### src/rtl/seg7_pkg.sv
// Shared constants and types for the scanned 7-segment capture block.
// Segment patterns are active-low, bit order gfedcba (bit0 = a).
package seg7_pkg;

  localparam logic [6:0] SEG_PAT_0 = 7'h40;
  localparam logic [6:0] SEG_PAT_1 = 7'h79;
  localparam logic [6:0] SEG_PAT_2 = 7'h24;
  localparam logic [6:0] SEG_PAT_3 = 7'h30;
  localparam logic [6:0] SEG_PAT_4 = 7'h19;
  localparam logic [6:0] SEG_PAT_5 = 7'h12;
  localparam logic [6:0] SEG_PAT_6 = 7'h02;
  localparam logic [6:0] SEG_PAT_7 = 7'h58;
  localparam logic [6:0] SEG_PAT_8 = 7'h00;
  localparam logic [6:0] SEG_PAT_9 = 7'h10;
  localparam logic [6:0] SEG_PAT_A = 7'h08;
  localparam logic [6:0] SEG_PAT_B = 7'h03;
  localparam logic [6:0] SEG_PAT_C = 7'h46;
  localparam logic [6:0] SEG_PAT_D = 7'h21;
  localparam logic [6:0] SEG_PAT_E = 7'h06;
  localparam logic [6:0] SEG_PAT_F = 7'h0E;
  localparam logic [6:0] SEG_BLANK = 7'h7F;

  typedef enum logic [1:0] {
    ST_IDLE   = 2'd0,
    ST_SETTLE = 2'd1,
    ST_HOLD   = 2'd2
  } seg7_state_e;

  function automatic logic strobe_one_hot(input logic [3:0] dig_n);
    return $countones(~dig_n) == 1;
  endfunction

  function automatic logic strobe_multi_hot(input logic [3:0] dig_n);
    return $countones(~dig_n) >= 2;
  endfunction

  // Index of the lowest active (low) strobe bit; only meaningful when one-hot.
  function automatic logic [1:0] strobe_index(input logic [3:0] dig_n);
    logic [1:0] idx;
    idx = '0;
    for (int k = 3; k >= 0; k--) begin
      if (!dig_n[k]) idx = 2'(k);
    end
    return idx;
  endfunction

endpackage

### src/rtl/seg7_pattern_dec.sv
// Combinational inverse map from an active-low segment pattern to a hex nibble,
// flagging legal digits and the all-dark blank pattern separately.
module seg7_pattern_dec
  import seg7_pkg::*;
(
  input  logic [6:0] pattern_i,
  output logic       legal_o,
  output logic       blank_o,
  output logic [3:0] nibble_o
);

  // NOTE: every output gets a default before the case so no path infers a latch.
  always_comb begin
    legal_o  = 1'b1;
    blank_o  = 1'b0;
    nibble_o = 4'h0;
    unique case (pattern_i)
      SEG_PAT_0: nibble_o = 4'h0;
      SEG_PAT_1: nibble_o = 4'h1;
      SEG_PAT_2: nibble_o = 4'h2;
      SEG_PAT_3: nibble_o = 4'h3;
      SEG_PAT_4: nibble_o = 4'h4;
      SEG_PAT_5: nibble_o = 4'h5;
      SEG_PAT_6: nibble_o = 4'h6;
      SEG_PAT_7: nibble_o = 4'h7;
      SEG_PAT_8: nibble_o = 4'h8;
      SEG_PAT_9: nibble_o = 4'h9;
      SEG_PAT_A: nibble_o = 4'hA;
      SEG_PAT_B: nibble_o = 4'hB;
      SEG_PAT_C: nibble_o = 4'hC;
      SEG_PAT_D: nibble_o = 4'hD;
      SEG_PAT_E: nibble_o = 4'hE;
      SEG_PAT_F: nibble_o = 4'hF;
      SEG_BLANK: begin
        legal_o = 1'b0;
        blank_o = 1'b1;
      end
      default:   legal_o = 1'b0;
    endcase
  end

endmodule

### src/rtl/seg7_scan_capture.sv
// Captures a multiplexed 4-digit 7-segment display bus into a 16-bit value.
// Optional decimal-point capture is enabled by defining SEG7_SCAN_DP_EN.
module seg7_scan_capture
  import seg7_pkg::*;
#(
  parameter int unsigned STABLE_CYC = 4
) (
  input  logic        CLK,
  input  logic        RST_N,
  input  logic [6:0]  SEG,
  input  logic [3:0]  DIG_N,
`ifdef SEG7_SCAN_DP_EN
  input  logic        SEG_DP,
  output logic [3:0]  DP,
`endif
  output logic [15:0] VALUE,
  output logic        VALID,
  output logic        ERR,
  output logic [3:0]  SEEN
);

  localparam logic [7:0] STABLE_LIM = 8'(STABLE_CYC);
`ifdef SEG7_SCAN_DP_EN
  localparam int SAMP_W = 12;
`else
  localparam int SAMP_W = 11;
`endif

  logic [6:0]        seg_s1_q, seg_s2_q;
  logic [3:0]        dig_s1_q, dig_s2_q;
  logic [SAMP_W-1:0] samp, prev_samp_q;
  seg7_state_e       state_q, state_d;
  logic [7:0]        cnt_q, cnt_d;
  logic              settled, changed, one_hot, multi_now, multi_prev;
  logic              dec_legal, dec_blank;
  logic [3:0]        dec_nibble;
  logic [1:0]        dig_idx;
  logic              cap_write, err_d, frame_done;
  logic [3:0][3:0]   slot_q;
  logic [3:0]        seen_q, seen_d;
  logic [15:0]       value_q;
  logic              valid_q, err_q;

  // NOTE: sequential state always uses <= so every flop samples pre-edge values.
  always_ff @(posedge CLK) begin
    if (!RST_N) begin
      seg_s1_q <= SEG_BLANK;
      seg_s2_q <= SEG_BLANK;
      dig_s1_q <= 4'hF;
      dig_s2_q <= 4'hF;
    end else begin
      seg_s1_q <= SEG;
      seg_s2_q <= seg_s1_q;
      dig_s1_q <= DIG_N;
      dig_s2_q <= dig_s1_q;
    end
  end

`ifdef SEG7_SCAN_DP_EN
  logic       dp_s1_q, dp_s2_q;
  logic [3:0] dp_slot_q, dp_q;

  always_ff @(posedge CLK) begin
    if (!RST_N) begin
      dp_s1_q   <= 1'b1;
      dp_s2_q   <= 1'b1;
      dp_slot_q <= '0;
      dp_q      <= '0;
    end else begin
      dp_s1_q <= SEG_DP;
      dp_s2_q <= dp_s1_q;
      if (cap_write) dp_slot_q[dig_idx] <= ~dp_s2_q;
      if (frame_done) dp_q <= dp_slot_q;
    end
  end

  assign DP   = dp_q;
  assign samp = {dp_s2_q, dig_s2_q, seg_s2_q};
`else
  assign samp = {dig_s2_q, seg_s2_q};
`endif

  assign changed    = (samp != prev_samp_q);
  assign one_hot    = strobe_one_hot(dig_s2_q);
  assign multi_now  = strobe_multi_hot(dig_s2_q);
  assign multi_prev = strobe_multi_hot(prev_samp_q[10:7]);
  assign dig_idx    = strobe_index(dig_s2_q);

  seg7_pattern_dec u_dec (
    .pattern_i (seg_s2_q),
    .legal_o   (dec_legal),
    .blank_o   (dec_blank),
    .nibble_o  (dec_nibble)
  );

  always_ff @(posedge CLK) begin
    if (!RST_N) begin
      state_q <= ST_IDLE;
      cnt_q   <= '0;
    end else begin
      state_q <= state_d;
      cnt_q   <= cnt_d;
    end
  end

  // A settle that reaches the stability limit jumps straight to HOLD and captures.
  always_comb begin
    state_d = state_q;
    cnt_d   = cnt_q;
    settled = 1'b0;
    unique case (state_q)
      ST_IDLE: begin
        cnt_d = '0;
        if (one_hot) begin
          state_d = ST_SETTLE;
          cnt_d   = 8'd1;
        end
      end
      ST_SETTLE: begin
        if (!one_hot) begin
          state_d = ST_IDLE;
          cnt_d   = '0;
        end else if (changed) begin
          cnt_d = 8'd1;
        end else begin
          cnt_d = cnt_q + 8'd1;
        end
      end
      ST_HOLD: begin
        if (!one_hot) begin
          state_d = ST_IDLE;
          cnt_d   = '0;
        end else if (changed) begin
          state_d = ST_SETTLE;
          cnt_d   = 8'd1;
        end
      end
      default: begin
        state_d = ST_IDLE;
        cnt_d   = '0;
      end
    endcase
    if (state_d == ST_SETTLE && cnt_d == STABLE_LIM) begin
      state_d = ST_HOLD;
      settled = 1'b1;
    end
  end

  always_comb begin
    cap_write = settled && dec_legal;
    err_d     = (settled && !dec_legal && !dec_blank) || (multi_now && !multi_prev);
  end

  assign frame_done = (seen_q == 4'hF);

  // A capture landing on the clearing edge belongs to the next frame.
  always_comb begin
    seen_d = frame_done ? 4'h0 : seen_q;
    if (cap_write) seen_d[dig_idx] = 1'b1;
  end

  // NOTE: the slot storage is reset too, so a reset always starts from a clean frame.
  always_ff @(posedge CLK) begin
    if (!RST_N) begin
      prev_samp_q <= '1;
      slot_q      <= '0;
      seen_q      <= '0;
      value_q     <= '0;
      valid_q     <= 1'b0;
      err_q       <= 1'b0;
    end else begin
      prev_samp_q <= samp;
      seen_q      <= seen_d;
      valid_q     <= frame_done;
      err_q       <= err_d;
      if (cap_write) slot_q[dig_idx] <= dec_nibble;
      if (frame_done) value_q <= slot_q;
    end
  end

  assign VALUE = value_q;
  assign VALID = valid_q;
  assign ERR   = err_q;
  assign SEEN  = seen_q;

endmodule

### config.mk
export PLATFORM = sky130hd
export DESIGN_NAME = seg7_scan_capture
export DESIGN_NICKNAME = d
export VERILOG_FILES = /design/src/rtl/seg7_pkg.sv /design/src/rtl/seg7_pattern_dec.sv /design/src/rtl/seg7_scan_capture.sv
export SDC_FILE = /design/constraint.sdc
export NUM_CORES = 1
export LEC_CHECK = 0
export BUFFER_PORTS_ARGS = -buffer_cell sky130_fd_sc_hd__buf_2
export CORE_UTILIZATION = 58
export CTS_CLUSTER_SIZE = 16
export DETAILED_ROUTE_END_ITERATION = 16
export PLACE_DENSITY = 0.78
export SYNTH_ARGS = -nofsm -noshare
export SYNTH_HDL_FRONTEND = slang
export SYNTH_SLANG_ARGS = --single-unit
### constraint.sdc
create_clock -name CLK -period 4.3 [get_ports CLK]
set_clock_uncertainty 0.1 [all_clocks]
set_input_delay 0.215 -clock CLK [delete_from_list [all_inputs] [get_ports CLK]]
set_output_delay 0.215 -clock CLK [all_outputs]
set_load 0.01 [all_outputs]
==> results.cfg <==
[clock_network]
worstSkewPairLatency_ns = 0.36
clkTransAtPathRegs_ns = 0.08
cts_made_buffers = 9
cts_tree = built
clk_path_buf_depth = 2
clock-sinks = 81
htreeDepth = 3
clockRootBuffer = clkbuf_8
ctsResizeCount = 0

[route]
first_pass_iters = 4
wl_um = 6910
postRouteAntennaNets = 0
num_vias = 2810
drc_errors = 0
wl_per_cell_um = 13.7
viasPerCell = 5.58
drtIter0Drc = 159

[synthesis]
syn_area_per_cell_um2 = 9.02
synth.area.top_cells = dfxtp_1 (46%), nand2_1 (7.2%), nand2b_1 (5.6%), mux2i_1 (4.5%), a21boi_0 (3.8%)
synthTopCellsByCount = dfxtp_1 (81), nand2_1 (68), nand2b_1 (32)
yosysUniqueCellTypes = 57
yosysMostFrequentCell = dfxtp_1
synth_top_cell_by_area = dfxtp_1
ys_seq_area_share_pct = 45.7
ys_warn_count = 0
synth_top_cell_area_share_pct = 45.7
synth_flop_cell = dfxtp_1
synth_area_mm2 = 0.00355
synth_nets = 412
synthCells = 393
synth_edf_count = 0
async_flop_share_pct = 0
ys_ff_latch = 81

[layout]
diodes = 0
area_growth_pct = 13.9
drive_above_1_share_pct = 14.0
nets = 443

[sta]
slew_headroom_pct = 33.5
whs_ns = 0.313
slew_viol_final = 0
rsz0062_at_grt = no
fin_crit_ns = 3.56
finalSetupViolations = 0
fmax_mhz = 281
hold_violations = 0
worstMarginPinSlew_ns = 0.998
fin_tns_setup_ns = 0
fin_crit_sh_pct = 82.8

[setup_path]
cp-start-kind = flop
path_class = flop to flop
path_max_fanout = 8
required_ns = 4.48
arrival_ns = 3.74
end_kind = flop
r2r-start = dig_s2_q[0]
crit_start = dig_s2_q[0]

[pwr]
p_switching_uw = 359
ir_worst_vdd_mv = 0.269
p_int_mw = 1.08
combPwrFrac_pct = 5.4
pwr-share-clk_pct = 40.2
pwr-share-seq_pct = 54.5
leakage_nw = 1.66
powerDensity_mw_per_mm2 = 357
swShare_pct = 24.9

[floorplan]
dieArea_mm2 = 0.00643
fp.dieH_um = 80.2
initial_utilization_pct = 59.9
rows = 28
die_w_um = 80.2
ioPinCount = 35
core-area_mm2 = 0.00592

[worst_hold_path]
min_path_type = flop to flop
hp-start = dig_s1_q[0]

[global_route]
grt_pass1_vias = 2657
grt-ovfl-total = 0
grt_usage_pct = 23.6
grt_max_degree = 66
antenna_found_initial = 0
grt_pass1_wl_um = 11600

[place]
gp_congestion = 0.878
dp_hpwl_um = 4550
io_buffers = 34

[outcome]
status = completed

[run]
drv_cap = 0
==> area by class of cell <==
type / instances / area, µm²
clock buffers: 9 / 124
clock inverters: 7 / 88.8
fillers: 481 / 1880
inverters: 7 / 26.3
multi-input cells: 279 / 1800
flip-flops and latches: 81 / 1620
well taps: 75 / 93.8
repair buffers: 46 / 288
==> sequential cells by signal, indices dropped and copies added, names as in the netlist <==
register     cells
dig_s1_q         4
cnt_q            8
dig_s2_q         4
VALUE           16
prev_samp_q     11
state_q          2
seg_s1_q         7
ERR              1
slot_q          16
VALID            1
SEEN             4
seg_s2_q         7
==> power by group through the flow <==
stage | clock (mW) | sequential (mW) | combinational [mW]
detailed placement | 0 | 0.801 | 0.0690
CTS | 0.589 | 0.784 | 0.0772
global route | 0.623 | 0.787 | 0.0865
finish | 0.579 | 0.784 | 0.0772
floorplan | 0 | 0.789 | 0.0621
global placement | 0 | 0.801 | 0.0677
==> repair_timing <==
action / CTS / global route
hold buffers: 11 / 0
endpoints found under the hold margin: 11 / 0
setup buffers: 0 / 0
==> worst paths after layout <==
path / cells after the start / endpoint / slack [ns]
hold reg to reg: 1 / dig_s2_q[0] / 0.31
setup / recovery: 11 / slot_q[14] / 0.74
setup reg to reg: 11 / slot_q[14] / 0.74
hold / removal: 1 / dig_s2_q[0] / 0.31
==> routing by layer <==
layer,GRT usage [%],up-vias,part of all wire [%]
met3,6.25,10,3.9
met1,28.3,1305,47
li1,-,1419,-
met2,39.5,76,48
met4,10.4,0,1.3
met5,0,-,0
==> stage by stage <==
| stage | std cells | util (%) | area [µm²] | setup WS, ns | total power [mW] |
|---|---|---|---|---|---|
| after floorplan | 393 | - | 3550 | 1.24 | 0.851 |
| after detailed placement | 477 | 62.8 | 3720 | 0.806 | 0.870 |
| after global placement | 477 | 62.8 | 3720 | 0.940 | 0.868 |
| after CTS | 504 | 68.2 | 4040 | 0.758 | 1.45 |
| final | 504 | 68.2 | 4040 | 0.741 | 1.44 |
| after global routing | 504 | 68.2 | 4040 | 0.447 | 1.50 |
==> layout by cell type, fill, tap and decap left out, types with 3 or more instances in the layout <==
cell type      count
clkbuf_8           9
nor2_1            21
buf_2             34
dlygate4sd3_1     11
a211oi_1           3
and3_1             5
nor4_1             3
nand2_1           68
a21boi_0          18
nand3_1            5
nand4_1            6
nor2b_1            4
ha_1               4
nor3_1             6
a21oi_1           10
and2_1             3
nand2b_1          32
or4_1              3
o21a_1             3
o21ai_0            6
inv_1              7
mux2i_1           16
nor3b_1            3
o211ai_1           3
a31oi_1            4
dfxtp_1           81
xor2_1            11
o32a_1             5
==> cells by family (layout without fill, tap and decap cells) <==
logic type               Yosys count  after routing  synth area share (%)
adder cells (fa/ha/maj)            6              6                  2.54
AND/OR/NAND/NOR                  175            175                  26.3
flip-flops                        81             81                  45.7
AO/OA/AOI/OAI                     69             69                  14.1
buffers and inverters             33             69                  3.60
multiplexers                      16             16                  4.52
XOR/XNOR                          13             13                  3.21
==> critical path, stage by stage, from the launching register on <==
cell and delay, ns:
dfxtp_1 0.51, fa_1 0.45, inv_1 0.07, ha_1 0.17
inv_1 0.05, ha_1 0.31, nor3b_2 0.40, o211ai_1 0.20
a211oi_1 0.58, nor3_1 0.16, nand4_1 0.28, mux2i_1 0.22
No activity file was read; power rests on OpenSTA's default activity.
